<file path="src/rtl/refund_coin_dispenser.sv">
// refund_coin_dispenser: pays a refund balance (units of 0.1 yuan) out as a
// timed pulse train on three coin ejectors (5 / 1 / 0.5 yuan), greedy
// largest-coin-first, one coin per SELECT decision.
//
// Optional feature macro: INVENTORY_EN
//   Undefined (default): unlimited stock, short tied low, restock unused.
//   Defined: 8-bit stock counter per denomination, empty denominations are
//   skipped, and a payout that cannot finish reports short=1.
//
// Request protocol: refund_req is a single-cycle request with no ready
// handshake. It is accepted only when busy=0 (IDLE), where refund_amount is
// sampled on the same edge. A refund_req seen in any other state is discarded
// and answered by a one-cycle dropped strobe; the running payout continues.
//
// Debug: state_dbg exposes the FSM state register
//   (0=IDLE, 1=SELECT, 2=PULSE, 3=GAP, 4=DONE).

module refund_coin_dispenser #(
    parameter int PULSE_CYCLES = 2,
    parameter int GAP_CYCLES   = 2,
    parameter int INIT_STOCK5  = 20,
    parameter int INIT_STOCK1  = 20,
    parameter int INIT_STOCK0  = 20
) (
    input  logic       clk,
    input  logic       rst_n,
    input  logic       refund_req,
    input  logic [9:0] refund_amount,
    input  logic       restock,
    output logic       coin5,
    output logic       coin1,
    output logic       coin0,
    output logic       busy,
    output logic       done,
    output logic [9:0] residue,
    output logic       short,
    output logic       dropped,
    output logic [2:0] state_dbg
);

    typedef enum logic [2:0] {
        S_IDLE   = 3'd0,
        S_SELECT = 3'd1,
        S_PULSE  = 3'd2,
        S_GAP    = 3'd3,
        S_DONE   = 3'd4
    } state_t;

    // Amounts above this are clamped on capture.
    localparam logic [9:0] MAX_AMOUNT = 10'd999;

    // Coin values in units of 0.1 yuan.
    localparam logic [9:0] VAL5 = 10'd50;
    localparam logic [9:0] VAL1 = 10'd10;
    localparam logic [9:0] VAL0 = 10'd5;

    // Terminal counts of the shared pulse/gap timer.
    localparam logic [15:0] PULSE_LAST = 16'(PULSE_CYCLES - 1);
    localparam logic [15:0] GAP_LAST   = 16'(GAP_CYCLES - 1);

    state_t      state;
    logic [9:0]  remainder;
    logic [15:0] cnt;

    // Availability of each denomination (always available without inventory).
    logic have5;
    logic have1;
    logic have0;

    // Coin chosen by the current SELECT cycle (at most one is set).
    logic pick5;
    logic pick1;
    logic pick0;

`ifdef INVENTORY_EN
    logic [7:0] stock5;
    logic [7:0] stock1;
    logic [7:0] stock0;
    logic       short_q;

    // Stock is visible to SELECT only through the have* flags.
    always_comb begin
        have5 = (stock5 != 8'd0);
        have1 = (stock1 != 8'd0);
        have0 = (stock0 != 8'd0);
    end

    // Stock counters: reload on reset or an idle restock, count down on the
    // SELECT that dispatches a coin of that denomination.
    always_ff @(posedge clk) begin
        if (!rst_n) begin
            stock5 <= 8'(INIT_STOCK5);
            stock1 <= 8'(INIT_STOCK1);
            stock0 <= 8'(INIT_STOCK0);
        end else if (state == S_IDLE && restock) begin
            stock5 <= 8'(INIT_STOCK5);
            stock1 <= 8'(INIT_STOCK1);
            stock0 <= 8'(INIT_STOCK0);
        end else if (state == S_SELECT) begin
            if (pick5) stock5 <= stock5 - 8'd1;
            if (pick1) stock1 <= stock1 - 8'd1;
            if (pick0) stock0 <= stock0 - 8'd1;
        end
    end

    // Short flag: cleared on accept, set when SELECT finds coins still owed
    // but nothing left to pay them with.
    always_ff @(posedge clk) begin
        if (!rst_n) begin
            short_q <= 1'b0;
        end else if (state == S_IDLE && refund_req) begin
            short_q <= 1'b0;
        end else if (state == S_SELECT && !pick5 && !pick1 && !pick0 &&
                     remainder >= VAL0) begin
            short_q <= 1'b1;
        end
    end

    assign short = short_q;
`else
    // Unlimited stock: every denomination is always usable.
    always_comb begin
        have5 = 1'b1;
        have1 = 1'b1;
        have0 = 1'b1;
    end

    logic unused_restock;
    assign unused_restock = restock;
    assign short          = 1'b0;
`endif

    // Greedy choice: largest denomination that fits and is in stock.
    always_comb begin
        pick5 = 1'b0;
        pick1 = 1'b0;
        pick0 = 1'b0;
        if (remainder >= VAL5 && have5) begin
            pick5 = 1'b1;
        end else if (remainder >= VAL1 && have1) begin
            pick1 = 1'b1;
        end else if (remainder >= VAL0 && have0) begin
            pick0 = 1'b1;
        end
    end

    // Payout FSM with registered coin, busy, done, residue and dropped outputs.
    always_ff @(posedge clk) begin
        if (!rst_n) begin
            state     <= S_IDLE;
            remainder <= 10'd0;
            cnt       <= 16'd0;
            coin5     <= 1'b0;
            coin1     <= 1'b0;
            coin0     <= 1'b0;
            busy      <= 1'b0;
            done      <= 1'b0;
            residue   <= 10'd0;
            dropped   <= 1'b0;
        end else begin
            done    <= 1'b0;
            dropped <= (state != S_IDLE) && refund_req;
            case (state)
                S_IDLE: begin
                    if (refund_req) begin
                        remainder <= (refund_amount > MAX_AMOUNT) ? MAX_AMOUNT
                                                                  : refund_amount;
                        residue   <= 10'd0;
                        busy      <= 1'b1;
                        state     <= S_SELECT;
                    end
                end
                S_SELECT: begin
                    cnt <= 16'd0;
                    if (pick5) begin
                        remainder <= remainder - VAL5;
                        coin5     <= 1'b1;
                        state     <= S_PULSE;
                    end else if (pick1) begin
                        remainder <= remainder - VAL1;
                        coin1     <= 1'b1;
                        state     <= S_PULSE;
                    end else if (pick0) begin
                        remainder <= remainder - VAL0;
                        coin0     <= 1'b1;
                        state     <= S_PULSE;
                    end else begin
                        done    <= 1'b1;
                        residue <= remainder;
                        state   <= S_DONE;
                    end
                end
                S_PULSE: begin
                    if (cnt == PULSE_LAST) begin
                        coin5 <= 1'b0;
                        coin1 <= 1'b0;
                        coin0 <= 1'b0;
                        cnt   <= 16'd0;
                        state <= S_GAP;
                    end else begin
                        cnt <= cnt + 16'd1;
                    end
                end
                S_GAP: begin
                    if (cnt == GAP_LAST) begin
                        cnt   <= 16'd0;
                        state <= S_SELECT;
                    end else begin
                        cnt <= cnt + 16'd1;
                    end
                end
                S_DONE: begin
                    busy  <= 1'b0;
                    state <= S_IDLE;
                end
                default: begin
                    coin5 <= 1'b0;
                    coin1 <= 1'b0;
                    coin0 <= 1'b0;
                    busy  <= 1'b0;
                    state <= S_IDLE;
                end
            endcase
        end
    end

    assign state_dbg = state;

endmodule
</file>
<file path="config.mk">
export PLATFORM = sky130hd
export DESIGN_NAME = refund_coin_dispenser
export DESIGN_NICKNAME = d
export VERILOG_FILES = /design/src/rtl/refund_coin_dispenser.sv
export SDC_FILE = /design/constraint.sdc
export NUM_CORES = 1
export LEC_CHECK = 0
export CAP_MARGIN = 20
export CELL_PAD_IN_SITES_DETAIL_PLACEMENT = 0
export CELL_PAD_IN_SITES_GLOBAL_PLACEMENT = 1
export CORE_ASPECT_RATIO = 1.2
export CORE_MARGIN = 8
export CORE_UTILIZATION = 40
export DETAILED_ROUTE_END_ITERATION = 16
export PLACE_DENSITY = 0.74
export SETUP_SLACK_MARGIN = 0.05
export SYNTH_ARGS = -nofsm -noshare
export SYNTH_HDL_FRONTEND = slang
export SYNTH_SLANG_ARGS = --single-unit
</file>
<file path="constraint.sdc">
create_clock -name clk -period 5.2 [get_ports clk]
set_clock_uncertainty 0.15 [all_clocks]
set_input_delay 1.56 -clock clk [delete_from_list [all_inputs] [get_ports clk]]
set_output_delay 1.56 -clock clk [all_outputs]
set_load 0.03 [all_outputs]
</file>
# ---- Yosys cells after proc, flatten, opt, wreduce, memory -nomap -nowiden
# Cells that the tools add are included.
dict set report op_classes {
  mux 39
  n_bitwise 4
  div 0
  n_shift 0
  multipliers 0
  n_eq_ne 15
  add_sub_neg 4
  order_cmp 4
  n_reduce_logical 16
}
# op count
set op_table {}
lappend op_table {{$mux 10} 9}
lappend op_table {{$pmux 10 s2} 2}
lappend op_table {{$pmux 16 s2} 1}
lappend op_table {{$mux 3} 6}
lappend op_table {{$ne 2x2->1 const B} 9}
lappend op_table {{$add 16x1->16 const B} 1}
lappend op_table {{$eq 16x1->1 const B} 1}
lappend op_table {{$mux 16} 1}
lappend op_table {{$mux 1} 15}
lappend op_table {{$pmux 3 s4} 1}
lappend op_table {{$ge 10x3->1 const B} 1}
lappend op_table {{$ge 10x4->1 const B} 1}
lappend op_table {{$ge 10x6->1 const B} 1}
lappend op_table {{$gt 10x10->1 const B} 1}
lappend op_table {{$reduce_and 5->1} 2}
lappend op_table {{$sub 10x3->10 const B} 1}
lappend op_table {{$sub 10x4->10 const B} 1}
lappend op_table {{$sub 10x6->10 const B} 1}
lappend op_table {{$pmux 1 s3} 3}
lappend op_table {{$reduce_and 3->1} 3}
lappend op_table {{$eq 3x2->1 const B} 2}
lappend op_table {{$reduce_or 3->1} 2}
lappend op_table {{$ne 4x4->1 const B} 1}
lappend op_table {{$not 1->1} 4}
lappend op_table {{11 further kinds} 12}
dict set report word_totals {
  output_inout_bits 20
  mem_bits_ro 0
  ramBits 0
  inputBits 14
  n_memories 0
  wordCells 92
  regBits 45
  latch_bits 0
}

# ---- Depth between registers and ports, before layout
# Gate-level depths: netlist of run 1.
dict set report logic_depth {
  ltp_word 8
  depth_mapped 9
  ltp_nobuf 8
}

# ---- Worst setup path before layout of run 1
# No wires, ideal clock.
dict set report synth_path {
  path_kind {input-to-reg}
  startpoint {in refund_req}
  endpoint {reg remainder[6]}
  arrival_time_ns 2.484
  setup_slack_ns 2.496
  path_buffers 0
  stages 5
  required_ns 4.980
  setup_time_ns 0.070
  path_cell_list {o21ai_2 > a21o_4 > or3_1 > mux2_2 > a21boi_1}
}
dict set report synth_via {
  elab_chain_len 2
}
# item line
set synth_lines {}
lappend synth_lines {{start, declared} 27} ;# input logic refund_req,
lappend synth_lines {{$ne 2x2->1 (no line)} --}
lappend synth_lines {{$reduce_and 3->1 (no line)} --}
lappend synth_lines {{end signal, assigned} 166} ;# remainder <= (refund_amount > MAX_AMOUNT) ? MAX_AMOUNT
lappend synth_lines {{end signal, assigned} 176} ;# remainder <= remainder - VAL5;
lappend synth_lines {{end signal, assigned} 180} ;# remainder <= remainder - VAL1;
lappend synth_lines {{end, declared} 62} ;# logic [9:0] remainder;
# No other way between the ends.
# A chain may end at the register's enable or synchronous reset.

# ---- Worst setup path in the final report of run 1
dict set report layout_path {
  startpoint {reg state[0], in the netlist state_dbg[0]}
  endpoint {out state_dbg[0]}
}
# item line
set layout_lines {}
lappend layout_lines {{start, declared} 61} ;# state_t state;
lappend layout_lines {{start signal, assigned} 150} ;# state <= S_IDLE;
lappend layout_lines {{start signal, assigned} 170} ;# state <= S_SELECT;
lappend layout_lines {{start signal, assigned} 178} ;# state <= S_PULSE;
lappend layout_lines {{end, declared} 38} ;# output logic [2:0] state_dbg
# No word-level cell between the ends.

==> summary.txt, run 1 <==
Outcome: finished, final reports clean
Final period utilization: 67.5%
Crit path time final: 3.51 ns
Hold-fix buffers at CTS: 0
Cts bufs inserted: 5
Std cell rows: 32
Final Setup Violations: 0
FF+latch count, synth: 45
Die ar.: 9560 um^2
Fmax: 0.285 GHz
WHS Endpoint: residue[1]$_SDFFE_PN0P_
FILL cells: 647
Crit. Startpoint: state_dbg[0]$_SDFFE_PN0P_
Slowest-stage cell, CP: clkdlybuf4s50_1
Initial Util: 41.5%
Type of origin of the critical path: register
Tightest Pin Transition: 0.969 ns
Initial drt markers: 130
Commonest non-fill, non-tap cell in the layout: dfxtp_1
CTS Buffer Depth: 2
Path depth of the worst reg2reg path: 8
Crit path required time: 3.49 ns
Clock root buffer: clkbuf_8
Clock Latency Late Sink: 0.31 ns
Origin of the critical flop-to-flop path: remainder[1]$_SDFFE_PN0P_
DRC viols: 0
Post-synthesis cell count: 321
Hold Fails Final Rpt: 0
Die extent in y: 106 um
Area grow syn2layout: 16.5%
Worst path arrival time: 1.80 ns
Largest net degree at the start of global routing: 33
Clock slew at reported path FFs: 0.10 ns
Die width: 90.6 um
DRT Pass-1 Iters: 4
WP buf/inv: 1
Max FO, Critical Path: 16
Initial antenna violation count: 0
H-tree levels: 2
Asr flop ratio synth: 0%
Final hold slack: 0.301 ns
Min-Delay Path Class: register to register
RSZ-0062 raised after global routing: no
GP Congestion: 0.848
Hold Startpoint: residue[1]$_SDFFE_PN0P_
Count of input and output buffers: 31
Routed wire length: 6800 um
Antenna Diode Count: 0
Clk sinks: 45
Sequential area share after synthesis: 33.7%
Layout cells sized above 1: 9.04%
Synth Warn #: 0
CP delay by family, top: buffers and inverters
Post-CTS setup buffer count: 0
Syn_area_per_cell: 8.33 um^2
First-pass GRT wire length: 11200 um
FF-to-FF End: remainder[8]$_SDFFE_PN0P_
CP Class: register to primary output
Num ports: 34
LEAKAGE: 1.17 nW
Pwr/cell area: 402 nW/um^2
Post-synth EDFFs: 0
Wire length per cell: 15.9 um
Main synth FF type: dfxtp_1
Max IR drop VDD: 0.131 mV
Post-CTS Resized: 0
Crit end category: primary output
Final nets: 365
Setup tns final: 0 ns
Vias: 2357
Post-synth cell types: 65
Slew HR: 35.0%
Flop2flop setup slack: 2.25 ns
Hold Crit Depth: 2
Tot GR Track Use: 14.3%
Core area: 6450 um^2
Max-Cap Viols: 0
Vias per cell: 5.51
Number of global-route vias before repair: 2294
Slowest stage delay, CP: 0.79 ns
Syn nets: 344
Most frequent cells in the layout: dfxtp_1, nor2_1, clkdlybuf4s50_1, nand2_1, a21oi_1
Synthesized cell area: 2670 um^2
Slew Viols, Final: 0
Worst path cell trace: clkdlybuf4s50_1
TritonCTS clock tree: built
Hpwl dp: 4820 um
Final ANT Viol Nets: 0
Overflow after GRT: 0
## layout make-up
type                            instances  area [um^2]  share of cell area (%)
Multi-Input combinational cell        248         1630                    52.5
Sequential cell                        45          901                    28.9
Timing Repair Buffer                   33          325                    10.5
Tap cell                               85          106                    3.42
Clock buffer                            5         68.8                    2.21
Clock inverter                          3         43.8                    1.41
Inverter                                9         33.8                    1.09
## synth_stat cells, drive strengths merged (8+ instances only)
master,number,area share (%)
nand2,23,3.4
nand3,10,1.9
and3,15,3.5
o21ai,13,2.7
ha,9,4.2
a21oi,20,4.3
nand4,8,2.1
nor3,14,2.8
inv,9,1.3
clkbuf,12,1.7
xor2,8,2.6
dfxtp,45,34
nor2,34,4.9
## flip-flops by register name (all words and copies together) (netlist names)
name	flops
state_dbg	3
coin1	1
cnt	16
done	1
coin0	1
coin5	1
dropped	1
busy	1
residue	10
remainder	10
## tightest hold or removal path: stages, from the launching register on
cell,delay (ns)
dfxtp_1,0.32
nand2_1,0.05
a21boi_1,0.05
## kinds of logic after synthesis
group,count (synthesis),synth area share [%]
muxes,5,1.92
buffers and inverters,28,5.15
and+or+nand+nor,143,29.2
adders and majority gates,9,4.21
other,1,0.140
DFF,45,33.7
xor gates and xnor gates,14,4.59
AOI/OAI and AO/OA,76,21.1
## metrics by stage
step           area, um^2  power [mW]  util, %  setup slack (ns)  std cells
6_report             3110        1.25     48.3              1.69        428
5_1_grt              3110        1.33     48.3              1.61        428
4_1_cts              3110        1.26     48.3              1.67        428
3_5_place_dp         3000       0.980     46.5              1.64        420
3_3_place_gp         3000       0.981     46.5              1.62        420
2_1_floorplan        2670       0.861        -              2.50        321
## layer usage
layer  routed length (um)  track usage [%]
met1                 2940             15.3
met2                 3520             26.4
met3                  231             3.26
met4                  100             5.24
met5                    0                0
## power by group
group / internal (mW) / switching (mW) / total, mW / leakage, nW
sequential: 0.378 / 0.0788 / 0.456 / 0.366
combinational: 0.206 / 0.310 / 0.516 / 0.743
clock: 0.144 / 0.135 / 0.280 / 0.0585
## how the worst max path moves through the flow
stage	endpoint	slack, ns	cells past startpoint
2_1_floorplan	remainder[6]$_SDFFE_PN0P_	2.50	5
3_3_place_gp	remainder[2]$_SDFFE_PN0P_	1.62	6
3_5_place_dp	remainder[2]$_SDFFE_PN0P_	1.64	6
4_1_cts	state_dbg[0]	1.67	1
5_1_grt	state_dbg[0]	1.61	1
6_report	state_dbg[0]	1.69	1
Note: power is estimated with default switching activity, not from simulation.
==> run 2: changes to the inputs <==
Clock period 5.2 ns to 3.66 ns, I/O delays scaled along.
==> run 2 against run 1 <==
Sequential share of layout area fell by 0.40 points. Combinational power rose by 46%. Die area did not move. Final cell count rose by 0.70%. Hold slack barely moved.
==> summary.txt, run 2 (synthesis results as in run 1) <==
Crit end category: primary output (unchanged)
Pwr/cell area: 582 nW/um^2 (was 402 nW/um^2)
Largest net degree at the start of global routing: 19 (was 33)
Worst path cell trace: clkdlybuf4s50_1 (unchanged)
Clk sinks: 45 (unchanged)
Slowest stage delay, CP: 0.75 ns (was 0.79 ns)
Max IR drop VDD: 0.293 mV (was 0.131 mV)
Die extent in y: 106 um (unchanged)
Clock root buffer: clkbuf_8 (unchanged)
Commonest non-fill, non-tap cell in the layout: dfxtp_1 (unchanged)
Hold Fails Final Rpt: 0 (unchanged)
Worst path arrival time: 1.63 ns (was 1.80 ns)
Largest Register: cnt (unchanged)
Most frequent cells in the layout: dfxtp_1, nor2_1, clkdlybuf4s50_1, nand2_1, a21oi_1 (unchanged)
Clock Latency Late Sink: 0.30 ns (was 0.31 ns)
Routed wire length: 6660 um (was 6800 um)
Initial drt markers: 86 (was 130)
Die width: 90.6 um (unchanged)
Initial antenna violation count: 0 (unchanged)
Final period utilization: 78.5%
H-tree levels: 2 (unchanged)
Count of input and output buffers: 31 (unchanged)
RSZ-0062 raised after global routing: no (unchanged)
CTS Buffer Depth: 2 (unchanged)
Number of global-route vias before repair: 2322 (was 2294)
Slew Viols, Final: 0 (unchanged)
CP Class: register to primary output (unchanged)
First-pass GRT wire length: 11300 um (was 11200 um)
Final Setup Violations: 0 (unchanged)
Setup tns final: 0 ns (unchanged)
Total Power: 1.84 mW (was 1.25 mW)
Layout cells sized above 1: 9.83% (was 9.04%)
Num ports: 34 (unchanged)
Final nets: 368 (was 365)
LEAKAGE: 1.19 nW (was 1.17 nW)
DRC viols: 0 (unchanged)
Register area: 901 um^2 (unchanged)
GP Congestion: 0.861 (was 0.848)
Clock slew at reported path FFs: 0.09 ns (was 0.10 ns)
Vias: 2368 (was 2357)
Min-Delay Path Class: register to register (unchanged)
Outcome: finished, final reports clean (unchanged)
Overflow after GRT: 0 (unchanged)
Max reg flops: 16 (unchanged)
Post-CTS setup buffer count: 0 (unchanged)
Crit path required time: 2.41 ns (was 3.49 ns)
TritonCTS clock tree: built (unchanged)
Area grow syn2layout: 18.1% (was 16.5%)
Final ANT Viol Nets: 0 (unchanged)
Vias per cell: 5.49 (was 5.51)
Post-CTS Resized: 0 (unchanged)
Type of origin of the critical path: register (unchanged)
Std cell rows: 32 (unchanged)
Hold-fix buffers at CTS: 0 (unchanged)
Fmax: 0.348 GHz
Core area: 6450 um^2 (unchanged)
WP buf/inv: 1 (unchanged)
Die ar.: 9560 um^2 (unchanged)
Crit path time final: 2.87 ns
Slowest-stage cell, CP: clkdlybuf4s50_1 (unchanged)
Hpwl dp: 4950 um (was 4820 um)
Initial Util: 41.5% (unchanged)
Max FO, Critical Path: 11 (was 16)
Tightest Pin Transition: 0.630 ns (was 0.969 ns)
Antenna Diode Count: 0 (unchanged)
Wire length per cell: 15.4 um (was 15.9 um)
Max-Cap Viols: 0 (unchanged)
DRT Pass-1 Iters: 4 (unchanged)
FILL cells: 649 (was 647)
Tot GR Track Use: 14.0% (was 14.3%)
CP delay by family, top: buffers and inverters (unchanged)
Biggest regs: cnt: 16 flops, remainder: 10 flops, residue: 10 flops (unchanged)
Multi-input gate area: 1630 um^2 (unchanged)
Slew HR: 57.8% (was 35.0%)
Cts bufs inserted: 5 (unchanged)
==> run 2: worst paths after layout <==
check,slack [ns],to,depth (start not counted),from
worst min-delay path,0.30,residue[1]$_SDFFE_PN0P_,2,residue[1]$_SDFFE_PN0P_
worst max register to register,0.92,remainder[8]$_SDFFE_PN0P_,8,remainder[1]$_SDFFE_PN0P_
worst min register to register,0.30,residue[1]$_SDFFE_PN0P_,2,residue[1]$_SDFFE_PN0P_
worst max-delay path,0.79,state_dbg[1],1,state_dbg[1]$_SDFFE_PN0P_
==> run 2: where the power goes <==
group          total, mW  internal (mW)  switching (mW)  leakage [nW]
logic              0.753          0.306           0.447         0.758
clock network      0.443          0.271           0.172        0.0681
registers          0.641          0.536           0.105         0.366
total               1.84           1.11           0.724          1.19
==> run 2: through the flow <==
step	worst slack, ns	util, %	cells	hold WS, ns	area, um^2
finish	0.787	49.0	431	0.301	3160
global route	0.716	49.0	431	0.342	3160
CTS	0.771	49.0	431	0.310	3160
detailed placement	0.622	46.9	423	0.297	3020
global placement	0.635	46.9	423	0.291	3020
floorplan	1.42	-	321	0.345	2670
==> run 2: layer usage <==
metal  vias up  GRT usage (%)  share of wire, %
li1       1203              -                 -
met1      1112           15.3                43
met2        44           25.9                51
met3         9           2.63               3.8
met4         0           5.84               2.0
met5         -              0                 0
==> run 2: final cells by class <==
type | instances | share of cell area [%]
Multi-Input combinational cell | 248 | 51.8
Clock buffer | 5 | 2.18
Tap cell | 85 | 3.37
Timing Repair Buffer | 36 | 11.0
Clock inverter | 3 | 2.06
Inverter | 9 | 1.07
Sequential cell | 45 | 28.5
==> run 3: changes to the inputs <==
Clock period 3.66 ns to 3 ns, I/O delays scaled along.
==> run 3 against run 2 <==
Non-clock buffer count up 7. Clock power up 6.8%. Sequential power rose by 17%. Clock-buffer cell count did not move. Hold slack better by 0.0025 ns. Global-route usage increased by 0.29 points. Combinational power grew 30%. Routed wire length increased by 1.6%. Flip-flop and latch count is the same.
==> summary.txt, run 3 (synthesis results as in run 1) <==
Outcome: finished, final reports clean (unchanged)
FILL cells: 652 (was 649)
Std cell rows: 32 (unchanged)
Slowest stage delay, CP: 0.76 ns (was 0.75 ns)
Final period utilization: 89.7%
DP Area: 3080 um^2 (was 3020 um^2)
Min-Delay Path Class: register to register (unchanged)
Max FO, Critical Path: 11 (unchanged)
Finished Cell Area: 3190 um^2 (was 3160 um^2)
Largest Register: cnt (unchanged)
Final hold slack: 0.304 ns (was 0.301 ns)
Worst path cell trace: clkdlybuf4s50_1 (unchanged)
Post-CTS setup buffer count: 0 (unchanged)
Die extent in y: 106 um (unchanged)
Vias: 2417 (was 2368)
Clk sinks: 45 (unchanged)
Max-Cap Viols: 0 (unchanged)
Multi-input gate area: 1630 um^2 (unchanged)
Num ports: 34 (unchanged)
Pwr/cell area: 692 nW/um^2 (was 582 nW/um^2)
Internal: 1.30 mW (was 1.11 mW)
Initial Util: 41.5% (unchanged)
Post-CTS Resized: 0 (unchanged)
Clock slew at reported path FFs: 0.09 ns (about the same)
Fin cells: 438 (was 431)
Largest net degree at the start of global routing: 32 (was 19)
Wire length per cell: 15.4 um (about the same)
Worst path arrival time: 1.64 ns (was 1.63 ns)
Biggest regs: cnt: 16 flops, remainder: 10 flops, residue: 10 flops (unchanged)
Number of global-route vias before repair: 2332 (was 2322)
Most frequent cells in the layout: dfxtp_1, nor2_1, clkdlybuf4s50_1, nand2_1, a21oi_1 (unchanged)
WP buf/inv: 1 (unchanged)
RSZ-0062 raised after global routing: no (unchanged)
Count of input and output buffers: 31 (unchanged)
Register area: 901 um^2 (unchanged)
Hpwl dp: 4990 um (was 4950 um)
Commonest non-fill, non-tap cell in the layout: dfxtp_1 (unchanged)
CTS Buffer Depth: 2 (unchanged)
DRT Pass-1 Iters: 4 (unchanged)
Clock root buffer: clkbuf_8 (unchanged)
Final Setup Violations: 0 (unchanged)
Tightest Pin Transition: 0.524 ns (was 0.630 ns)
TritonCTS clock tree: built (unchanged)
Vias per cell: 5.52 (was 5.49)
Routed wire length: 6760 um (was 6660 um)
Crit path time final: 2.69 ns
H-tree levels: 2 (unchanged)
Final ANT Viol Nets: 0 (unchanged)
DRC viols: 0 (unchanged)
Crit path required time: 1.95 ns (was 2.41 ns)
CP delay by family, top: buffers and inverters (unchanged)
Final nets: 375 (was 368)
Hold Fails Final Rpt: 0 (unchanged)
Setup tns final: 0 ns (unchanged)
Post-placement cell count: 430 (was 423)
CP Class: register to primary output (unchanged)
Cts bufs inserted: 5 (unchanged)
Area grow syn2layout: 19.3% (was 18.1%)
Fmax: 0.371 GHz
Slew Viols, Final: 0 (unchanged)
Comb power frac: 44.5% (was 41.0%)
Switching power: 0.902 mW (was 0.724 mW)
Total Power: 2.21 mW (was 1.84 mW)
Slowest-stage cell, CP: clkdlybuf4s50_1 (unchanged)
Tot GR Track Use: 14.3% (was 14.0%)
Type of origin of the critical path: register (unchanged)
Clk pwr share: 21.5% (was 24.1%)
Final core utilization: 49.5% (was 49.0%)
Fraction of power spent switching nets: 40.9% (was 39.4%)
Initial drt markers: 98 (was 86)
Slew HR: 65.0% (was 57.8%)
Max reg flops: 16 (unchanged)
Initial antenna violation count: 0 (unchanged)
Die width: 90.6 um (unchanged)
First-pass GRT wire length: 11400 um (was 11300 um)
Overflow after GRT: 0 (unchanged)
Max IR drop VDD: 0.321 mV (was 0.293 mV)
Antenna Diode Count: 0 (unchanged)
Hold-fix buffers at CTS: 0 (unchanged)
Clock Latency Late Sink: 0.30 ns (about the same)
LEAKAGE: 1.22 nW (was 1.19 nW)
Layout cells sized above 1: 11.6% (was 9.83%)
Place WS: 0.198 ns (was 0.622 ns)
Die ar.: 9560 um^2 (unchanged)
Crit end category: primary output (unchanged)
Final WS setup: 0.308 ns (was 0.787 ns)
Sequential Power Share: 34.0% (was 34.9%)
Core area: 6450 um^2 (unchanged)
GP Congestion: 0.909 (was 0.861)
## run 3: changes by cell type in the layout (fill, tap and decap cells not counted), sizes merged
cell / before / now
buf: 5 / 12
bufinv: 2 / 1
inv: 9 / 10
## run 3: metal layers
layer / vias up / wire [um] / GRT usage, %
met5: - / 0 / 0
met4: 0 / 125 / 4.89
met3: 11 / 228 / 2.70
met2: 41 / 3520 / 25.9
met1: 1140 / 2890 / 16.4
li1: 1225 / - / -
## run 3: power by group through the flow
stage,Clock (mW),Sequential (mW),Combinational [mW]
detailed placement,0,0.764,0.983
global placement,0,0.764,0.985
finish,0.473,0.750,0.981
floorplan,0,0.752,0.740
CTS,0.492,0.750,0.988
global route,0.509,0.763,1.09
## run 3: area by class of cell
| cell class | count | share of cell area [%] |
|---|---|---|
| Clock buffer | 5 | 2.16 |
| Clock inverter | 3 | 1.37 |
| Inverter | 9 | 1.06 |
| Multi-Input combinational cell | 248 | 51.3 |
| Sequential cell | 45 | 28.3 |
| Tap cell | 85 | 3.34 |
| Timing Repair Buffer | 43 | 12.6 |
## run 3: final timing paths
| path | from | end | slack [ns] | depth (start not counted) |
|---|---|---|---|---|
| setup / recovery | state_dbg[1]$_SDFFE_PN0P_ | state_dbg[1] | 0.31 | 1 |
| hold / removal | residue[2]$_SDFFE_PN0P_ | residue[2]$_SDFFE_PN0P_ | 0.30 | 2 |
| setup reg to reg | remainder[1]$_SDFFE_PN0P_ | remainder[8]$_SDFFE_PN0P_ | 0.37 | 8 |
| hold reg to reg | residue[2]$_SDFFE_PN0P_ | residue[2]$_SDFFE_PN0P_ | 0.30 | 2 |
## run 3: tightest hold or removal path, delay by kind of cell (launching register included)
| family | cells | cell delay [ns] |
|---|---|---|
| AND/OR/NAND/NOR | 1 | 0.05 |
| AO/OA/AOI/OAI | 1 | 0.05 |
| flip-flops | 1 | 0.32 |
